===== src/rtl/bidir_piso_tx.sv =====
// Parallel-in serial-out transmitter with a per-frame selectable bit order.
// A word is accepted in IDLE, shifted out over WIDTH enabled cycles in SHIFT, then DONE pulses once.
module bidir_piso_tx #(
  parameter int WIDTH = 8
) (
  input  logic             clk,
  input  logic             rst,
  input  logic             en,
  input  logic             load_valid,
  output logic             load_ready,
  input  logic [WIDTH-1:0] load_data,
  input  logic             direction,
  output logic             s_out,
  output logic             s_valid,
  output logic             busy,
  output logic             done
);

  localparam int CW = (WIDTH > 2) ? $clog2(WIDTH) : 1;
  localparam logic [CW-1:0] CNT_ONE  = CW'(1);
  localparam logic [CW-1:0] CNT_LAST = CW'(WIDTH - 1);

  typedef enum logic [1:0] {
    ST_IDLE  = 2'd0,
    ST_SHIFT = 2'd1,
    ST_DONE  = 2'd2
  } state_t;

  state_t           state_q, state_d;
  logic [WIDTH-1:0] sr_q, sr_d;
  logic [CW-1:0]    cnt_q, cnt_d;
  logic             dir_q, dir_d;

  // State, shift register, bit counter and latched bit order.
  always_ff @(posedge clk) begin
    if (rst) begin
      state_q <= ST_IDLE;
      sr_q    <= '0;
      cnt_q   <= '0;
      dir_q   <= 1'b0;
    end else begin
      state_q <= state_d;
      sr_q    <= sr_d;
      cnt_q   <= cnt_d;
      dir_q   <= dir_d;
    end
  end

  // Next-state logic: accept in IDLE, shift on en, single-cycle DONE.
  always_comb begin
    state_d = state_q;
    sr_d    = sr_q;
    cnt_d   = cnt_q;
    dir_d   = dir_q;
    case (state_q)
      ST_IDLE: begin
        if (load_valid) begin
          sr_d    = load_data;
          dir_d   = direction;
          cnt_d   = '0;
          state_d = ST_SHIFT;
        end else begin
          state_d = ST_IDLE;
        end
      end
      ST_SHIFT: begin
        if (en) begin
          // Shift toward whichever end is being presented on s_out.
          if (dir_q) begin
            sr_d = {sr_q[WIDTH-2:0], 1'b0};
          end else begin
            sr_d = {1'b0, sr_q[WIDTH-1:1]};
          end
          cnt_d = cnt_q + CNT_ONE;
          if (cnt_q == CNT_LAST) begin
            state_d = ST_DONE;
          end else begin
            state_d = ST_SHIFT;
          end
        end else begin
          state_d = ST_SHIFT;
        end
      end
      ST_DONE: begin
        state_d = ST_IDLE;
      end
      default: begin
        state_d = ST_IDLE;
      end
    endcase
  end

  // Outputs decoded from state; all forced low while rst is asserted.
  always_comb begin
    load_ready = 1'b0;
    s_out      = 1'b0;
    s_valid    = 1'b0;
    busy       = 1'b0;
    done       = 1'b0;
    if (!rst) begin
      case (state_q)
        ST_IDLE: begin
          load_ready = 1'b1;
        end
        ST_SHIFT: begin
          s_out   = dir_q ? sr_q[WIDTH-1] : sr_q[0];
          s_valid = en;
          busy    = 1'b1;
        end
        ST_DONE: begin
          busy = 1'b1;
          done = 1'b1;
        end
        default: begin
          load_ready = 1'b0;
        end
      endcase
    end else begin
      load_ready = 1'b0;
    end
  end

endmodule


===== config.mk =====
export PLATFORM = sky130hd
export DESIGN_NAME = bidir_piso_tx
export DESIGN_NICKNAME = d
export VERILOG_FILES = /design/src/rtl/bidir_piso_tx.sv
export SDC_FILE = /design/constraint.sdc
export NUM_CORES = 1
export LEC_CHECK = 0
export ABC_AREA = 1
export CAP_MARGIN = 25
export CELL_PAD_IN_SITES_DETAIL_PLACEMENT = 0
export CELL_PAD_IN_SITES_GLOBAL_PLACEMENT = 1
export CORE_MARGIN = 5
export CORE_UTILIZATION = 36
export DETAILED_ROUTE_END_ITERATION = 10
export GPL_TIMING_DRIVEN = 0
export PLACE_DENSITY = 0.86
export SLEW_MARGIN = 5
export SYNTH_ARGS = -nofsm -noshare
export SYNTH_HDL_FRONTEND = slang
export SYNTH_SLANG_ARGS = --single-unit

===== constraint.sdc =====
create_clock -name clk -period 2.45 [get_ports clk]
set_clock_uncertainty 0.2 [all_clocks]
set_input_delay 0.735 -clock clk [delete_from_list [all_inputs] [get_ports clk]]
set_output_delay 0.735 -clock clk [all_outputs]
set_load 0.01 [all_outputs]

Word-level counts from Yosys, hierarchy flattened
Cells that the tools add are included.
{"block": "totals", "register_bits": 14, "latchBits": 0, "mem_bits_rw": 0, "rom_bits": 0, "in_bits": 13, "output_inout_bits": 5, "word_cells": 37, "mem_count": 0}
{"block": "classes", "add_sub_neg": 1, "mul": 0, "div": 0, "magnitude_cmp": 0, "n_eq_ne": 5, "shifts": 0, "mux": 22, "bitwise_logic": 0, "reduce_logical": 5}
{"op": "$mux 8", "n": 3}
{"op": "$pmux 8 s2", "n": 1}
{"op": "$mux 1", "n": 12}
{"op": "$mux 3", "n": 2}
{"op": "$pmux 3 s2", "n": 1}
{"op": "$mux 2", "n": 2}
{"op": "$ne 2x2->1 const B", "n": 2}
{"op": "$pmux 2 s2", "n": 1}
{"op": "$add 3x1->3 const B", "n": 1}
{"op": "$eq 3x3->1 const B", "n": 1}
{"op": "$reduce_and 3->1", "n": 1}
{"op": "$eq 2x1->1 const B", "n": 1}
{"op": "$eq 2x2->1 const B", "n": 1}
{"op": "$logic_not 2->1", "n": 1}
{"op": "$reduce_and 2->1", "n": 1}
{"op": "$reduce_bool 2->1", "n": 1}
{"op": "$reduce_or 2->1", "n": 1}

Depth between registers and ports, before layout
Gate-level depths: netlist of run 1.
{"block": "logic_depth", "depth_word": 4, "ltp_mapped": 10, "ltp_nobuf": 9}

Worst setup path before layout of run 1
No wires, ideal clock.
{"block": "synth_timing", "path_kind": "input-to-output", "start": "input port rst", "end": "output port s_out", "arrival_ns": 1.313, "slack_ns": 0.202, "cell_stages": 4, "path_buffers": 1, "path_cell_list": "buf_2 nor2_1 o21ai_0 a21oi_1"}
{"block": "synth_via", "elab_chain_len": 1}
{"item": "from (decl)", "line_no": "7", "rtl": "input logic rst,"}
{"item": "$mux 1", "line_no": "100", "rtl": "if (!rst) begin"}
{"item": "to (decl)", "line_no": "13", "rtl": "output logic s_out,"}
Every way passes these cells.

Worst setup path in the final report of run 1
{"block": "layout_timing", "start": "input port en", "end": "output port s_valid"}
{"block": "layout_via", "elab_chain_len": 2}
{"item": "from (decl)", "line_no": "8", "rtl": "input logic en,"}
{"item": "$mux 1", "line_no": "101", "rtl": "case (state_q)"}
{"item": "$mux 1", "line_no": "100"}
{"item": "to (decl)", "line_no": "14", "rtl": "output logic s_valid,"}
Every way passes these cells.

==> results of run 1 <==
through the flow:
| stage | hold slack (ns) | setup WS [ns] | TNS [ns] | cells | util [%] |
|---|---|---|---|---|---|
| after floorplan | 0.247 | 0.202 | 0 | 136 | - |
| after global placement | 0.256 | -0.369 | -0.864 | 180 | 46.5 |
| after detailed placement | 0.259 | -0.378 | -0.887 | 180 | 46.5 |
| after global routing | 0.300 | -0.00364 | -0.00364 | 185 | 48.7 |
| after CTS | 0.272 | 0.0129 | 0 | 183 | 47.6 |
| final | 0.269 | 0.0659 | 0 | 185 | 48.7 |
Yosys cell counts:
cell	number	share of area [%]
nand2_1	54	24
inv_1	19	8.5
nand3_1	19	11
dfxtp_1	14	33
nor2_1	7	3.1
ha_1	5	7.4
a21oi_1	3	1.8
buf_2	3	1.8
nand2_2	3	2.2
o21ai_0	3	1.8
buf_6	1	1.3
clkinv_1	1	0.44
inv_2	1	0.44
nor2_2	1	0.74
nor2_4	1	1.3
nor3_1	1	0.59
timing repair:
action / in CTS / in global routing
resized for setup: 15 / 5
pin swaps: 0 / 3
endpoints found under the setup margin: 5 / 2
buffers inserted: 0 / 2
endpoints found under the hold margin: 0 / 0
report_power, final:
| group | internal, mW | switching (mW) | leakage [nW] |
|---|---|---|---|
| logic | 0.0596 | 0.0798 | 0.435 |
| clock network | 0.0570 | 0.0722 | 0.0138 |
| registers | 0.245 | 0.0102 | 0.116 |
layer usage:
| layer | up-vias | GRT usage [%] |
|---|---|---|
| met5 | - | 0 |
| met4 | 0 | 2.98 |
| met3 | 2 | 5.26 |
| met2 | 24 | 19.0 |
| met1 | 357 | 16.8 |
| li1 | 458 | - |
cell type report:
| type | count | area [µm²] |
|---|---|---|
| well taps | 28 | 35.0 |
| clock buffers | 3 | 22.5 |
| fillers | 262 | 1150 |
| multi-input cells | 97 | 478 |
| flip-flops and latches | 14 | 283 |
| inverters | 21 | 81.3 |
| repair buffers | 18 | 161 |
| plain buffers | 4 | 26.3 |
state kept, by name, indices dropped and copies added, names as in the netlist:
name	cells
sr_q	8
cnt_q	3
state_q	2
dir_q	1
path summary, 6_finish.rpt:
kind                                            start                    end  slack, ns  cells past startpoint
worst max register to register  state_q[0]$_SDFF_PP0_  cnt_q[2]$_SDFFE_PP0P_       0.88                      9
worst min register to register   sr_q[7]$_SDFFE_PP0P_   sr_q[7]$_SDFFE_PP0P_       0.27                      2
worst max-delay path                               en                s_valid       0.07                      4
worst min-delay path             sr_q[7]$_SDFFE_PP0P_   sr_q[7]$_SDFFE_PP0P_       0.27                      2
critical path, stage by stage:
cell             delay (ns)
clkdlybuf4s50_1        0.47
inv_2                  0.05
nor2_1                 0.07
buf_2                  0.13
logic make-up (layout without fill, tap and decap cells):
family	count (synthesis)	in the layout
DFF	14	14
buffers and inverters	25	46
AOI/OAI and AO/OA	6	6
and+or+nand+nor	86	86
adders and majority gates	5	5
==> impl_metrics.yaml, run 1 <==
status:
  status: "completed"
logic_synthesis:
  synth_area_um2: 843
  yosys_warnings: 0
  ys_seq_area_share_pct: 33.2
  synth.distinct_cells: 16
  synth_seq_cells: 14
  synth_simple_gate_area_share_pct: 43.3
  synth_top_family_by_area: "simple AND/OR/NAND/NOR gates"
  synth-compound-area-share_pct: 3.56
  postSynthAreaPerCell_um2: 6.20
  synthMuxAreaShare_pct: 0
  syn-num-nets: 154
  synth_cells: 136
  synthXorXnorAreaFrac_pct: 0
  synthAdderAreaFrac_pct: 7.42
floorplan:
  row_count: 17
  fp.dieW_um: 58.4
  die_h_um: 58.4
  dieArea_um2: 3410
  core_area_um2: 2230
  initial_core_util_pct: 37.8
  ios: 18
power_and_ir_drop:
  ir_worst_vdd_uv: 309
  p_leak_nw: 0.564
  p_per_area_nw_per_um2: 482
  power_uw: 524
flow_run:
  max_cap_viol_count: 0
cells_and_area:
  fin_nets: 177
  fin_area_um2: 1090
  areaGrowthSynthToFinish_pct: 28.9
  drive_above_1_share_pct: 14.6
  layout_common_cells: "nand2_1, nand3_1, inv_1, dfxtp_1, clkdlybuf4s50_1"
  layout_commonest_cell: "nand2_1"
  diodes: 0
worst_setup_path:
  critPathRequiredTime_ns: 1.51
  cp_max_fo: 4
  arrival_ns: 1.45
  critPathCaptureType: "primary output"
  crit_path_start_kind: "input port"
  timing_worst_setup_path_type: "in -> out"
global_routing:
  grt_pass1_vias: 775
  grt_max_degree: 11
  overflow: 0
  grt_antenna_before_repair: 0
  grt_pass1_wl_um: 3340
  grt_use_total_pct: 12.7
hold_path:
  hold_path_class: "reg -> reg"
drt:
  dr_total_vias: 841
  drc: 0
  top_layer_used: "met4"
  drt_iter0_markers: 19
  met3_length_um: 138
  wl_um: 1910
  met2_length_um: 812
  final_antenna_net_count: 0
  wirelength_met1_um: 944
  wl_per_cell_um: 10.3
  vias_per_cell: 4.55
  drt_first_pass_iters: 4
sta:
  post-route-min-period_ns: 2.38
  fmax_mhz: 419
  final-setup-viol-count: 0
  slew_headroom_pct: 79.4
  final_max_slew_viol_count: 0
  finalCritPeriodShare_pct: 97.3
  worst_slew_pin_slew_ns: 0.307
  final_hold_viol_count: 0
cts:
  cts-hold-fix-buffers: 0
  clock_path_buffers: 2
  cts_max_level: 1
  cts_tree: "yes"
  cts-buffers-inserted: 3
  root_buffer: "clkbuf_4"
  cts.sinks: 14
  path_clk_slew_ns: 0.08
  clkLatencyLatePin_ns: 0.28
placed_design:
  gp_congestion: 0.772
  port_buffers: 16
  place_area_um2: 1040
  hpwlAfterDp_um: 1420
Note: power is estimated with default switching activity, not from simulation.
==> run 2: changes to the inputs <==
- PLACE_DENSITY: 0.86 -> 0.84
==> run 2 against run 1 <==
Final area is 2.0% lower; clock-buffer cell count stayed put; non-clock buffer count is 2 lower; sequential cell count stayed put; total power is 0.47% lower; global-route usage hardly changed; register-to-register slack hardly changed; die area stayed put; critical path depth stayed put; hold slack better by 0.00070 ns; clock power hardly changed; largest cell class unchanged; highest routed layer unchanged.
==> impl_metrics.yaml, run 2 (synthesis gave the netlist of run 1 again) <==
power_and_ir_drop:
  ir_worst_vdd_uv: 274
  p_leak_nw: 0.554
  p_per_area_nw_per_um2: 489
cells_and_area:
  largest_register: "sr_q"
  fin_cells: 183
  diodes: 0
  fin_nets: 175
  areaGrowthSynthToFinish_pct: 26.4
  n_fill_cell: 229
  largest_reg_flops: 8
  layout_common_cells: "nand2_1, nand3_1, inv_1, dfxtp_1, clkdlybuf4s50_1"
  reg_top3: "sr_q (8), cnt_q (3), state_q (2)"
  layout_commonest_cell: "nand2_1"
  drive_above_1_share_pct: 12.3
sta:
  whs_ns: 0.270
  finalCritPeriodShare_pct: 97.4
  slew_headroom_pct: 80.5
  worst_slew_pin_slew_ns: 0.291
  post-route-min-period_ns: 2.39
  final-setup-viol-count: 0
  final_max_slew_viol_count: 0
  setup_ws_ns: 0.0647
  rsz0062_at_grt: "true"
  final_hold_viol_count: 0
  fmax_mhz: 419
status:
  status: "completed"
global_routing:
  grt_pass1_vias: 777
  grt_use_total_pct: 12.7
  grt_pass1_wl_um: 3370
  overflow: 0
  grt_antenna_before_repair: 0
  grt_max_degree: 11
worst_setup_path:
  r2r_cells: 9
  critPathLaunch: "en"
  timing_worst_setup_path_type: "in -> out"
  r2r_slack_ns: 0.88
  critPathRequiredTime_ns: 1.51
  cp_max_fo: 4
  critPathCaptureType: "primary output"
  endpoint: "s_valid"
  rr_endpoint: "cnt_q[2]$_SDFFE_PP0P_"
  arrival_ns: 1.45
  crit_path_start_kind: "input port"
  r2r-start: "state_q[0]$_SDFF_PP0_"
floorplan:
  fp.dieW_um: 58.4
  dieArea_um2: 3410
  core_area_um2: 2230
  row_count: 17
  ios: 18
  die_h_um: 58.4
  initial_core_util_pct: 37.8
placed_design:
  hpwlAfterDp_um: 1390
  port_buffers: 16
  post-place-cells: 180
  gp_congestion: 0.769
  place_ws_ns: -0.373
cts:
  root_buffer: "clkbuf_4"
  cts-buffers-inserted: 3
  clkLatencyLatePin_ns: 0.27
  clock_path_buffers: 2
  cts-hold-fix-buffers: 0
  cts.sinks: 14
  cts_max_level: 1
  cts_tree: "yes"
  path_clk_slew_ns: 0.08
hold_path:
  hold_path_class: "reg -> reg"
flow_run:
  max_cap_viol_count: 0
drt:
  dr_total_vias: 822
  wl_um: 1900
  drc: 0
  drt_first_pass_iters: 4
  vias_per_cell: 4.49
  drt_iter0_markers: 16
  wl_per_cell_um: 10.4
  final_antenna_net_count: 0
==> run 2: worst min path at each step <==
stage                     depth (start not counted)                  from              endpoint
after CTS                                         2  sr_q[3]$_SDFFE_PP0P_  sr_q[3]$_SDFFE_PP0P_
after detailed placement                          2  sr_q[5]$_SDFFE_PP0P_  sr_q[5]$_SDFFE_PP0P_
final                                             2  sr_q[5]$_SDFFE_PP0P_  sr_q[5]$_SDFFE_PP0P_
after global placement                            2  sr_q[3]$_SDFFE_PP0P_  sr_q[3]$_SDFFE_PP0P_
after floorplan                                   2  sr_q[2]$_SDFFE_PP0P_  sr_q[2]$_SDFFE_PP0P_
after global routing                              2  sr_q[2]$_SDFFE_PP0P_  sr_q[2]$_SDFFE_PP0P_
==> run 2: layout make-up <==
class                   count  area (µm²)  share of cell area [%]
plain buffers               4        26.3                    2.46
clock buffers               3        22.5                    2.11
inverters                  21        81.3                    7.63
multi-input cells          97         473                    44.4
flip-flops and latches     14         282                    26.4
well taps                  28        35.0                    3.29
repair buffers             16         146                    13.7
==> run 2: power by group <==
group	leakage, nW	total [mW]	switching (mW)	internal (mW)
Clock	0.0138	0.129	0.0722	0.0569
Sequential	0.115	0.255	0.0101	0.245
Combinational	0.425	0.137	0.0789	0.0582
==> run 2: what timing repair did <==
action                     CTS  global route
setup buffers                0             0
hold endpoints to repair     0             0
resized for setup           15             2
pin swaps                    0             1
setup endpoints to repair    5             2
==> run 2: worst max-delay path, stage by stage <==
cell             delay [ns]
clkdlybuf4s50_1        0.45
inv_1                  0.06
nor2_1                 0.08
buf_2                  0.13
==> run 2: per-layer routing <==
metal | GRT usage [%] | up-vias | part of all wire (%)
li1 | - | 457 | -
met1 | 17.0 | 348 | 48
met2 | 19.9 | 15 | 46
met3 | 2.41 | 2 | 4.9
met4 | 4.97 | 0 | 0.90
met5 | 0 | - | 0
==> run 2: stage by stage <==
step / TNS, ns / utilization, % / total power, mW / area, µm²
after detailed placement: -0.902 / 46.5 / 0.398 / 1040
after global routing: -0.000300 / 47.7 / 0.561 / 1070
after CTS: -0.0560 / 48.0 / 0.531 / 1070
after floorplan: 0 / - / 0.350 / 843
final: 0 / 47.7 / 0.522 / 1070
after global placement: -0.876 / 46.5 / 0.396 / 1040
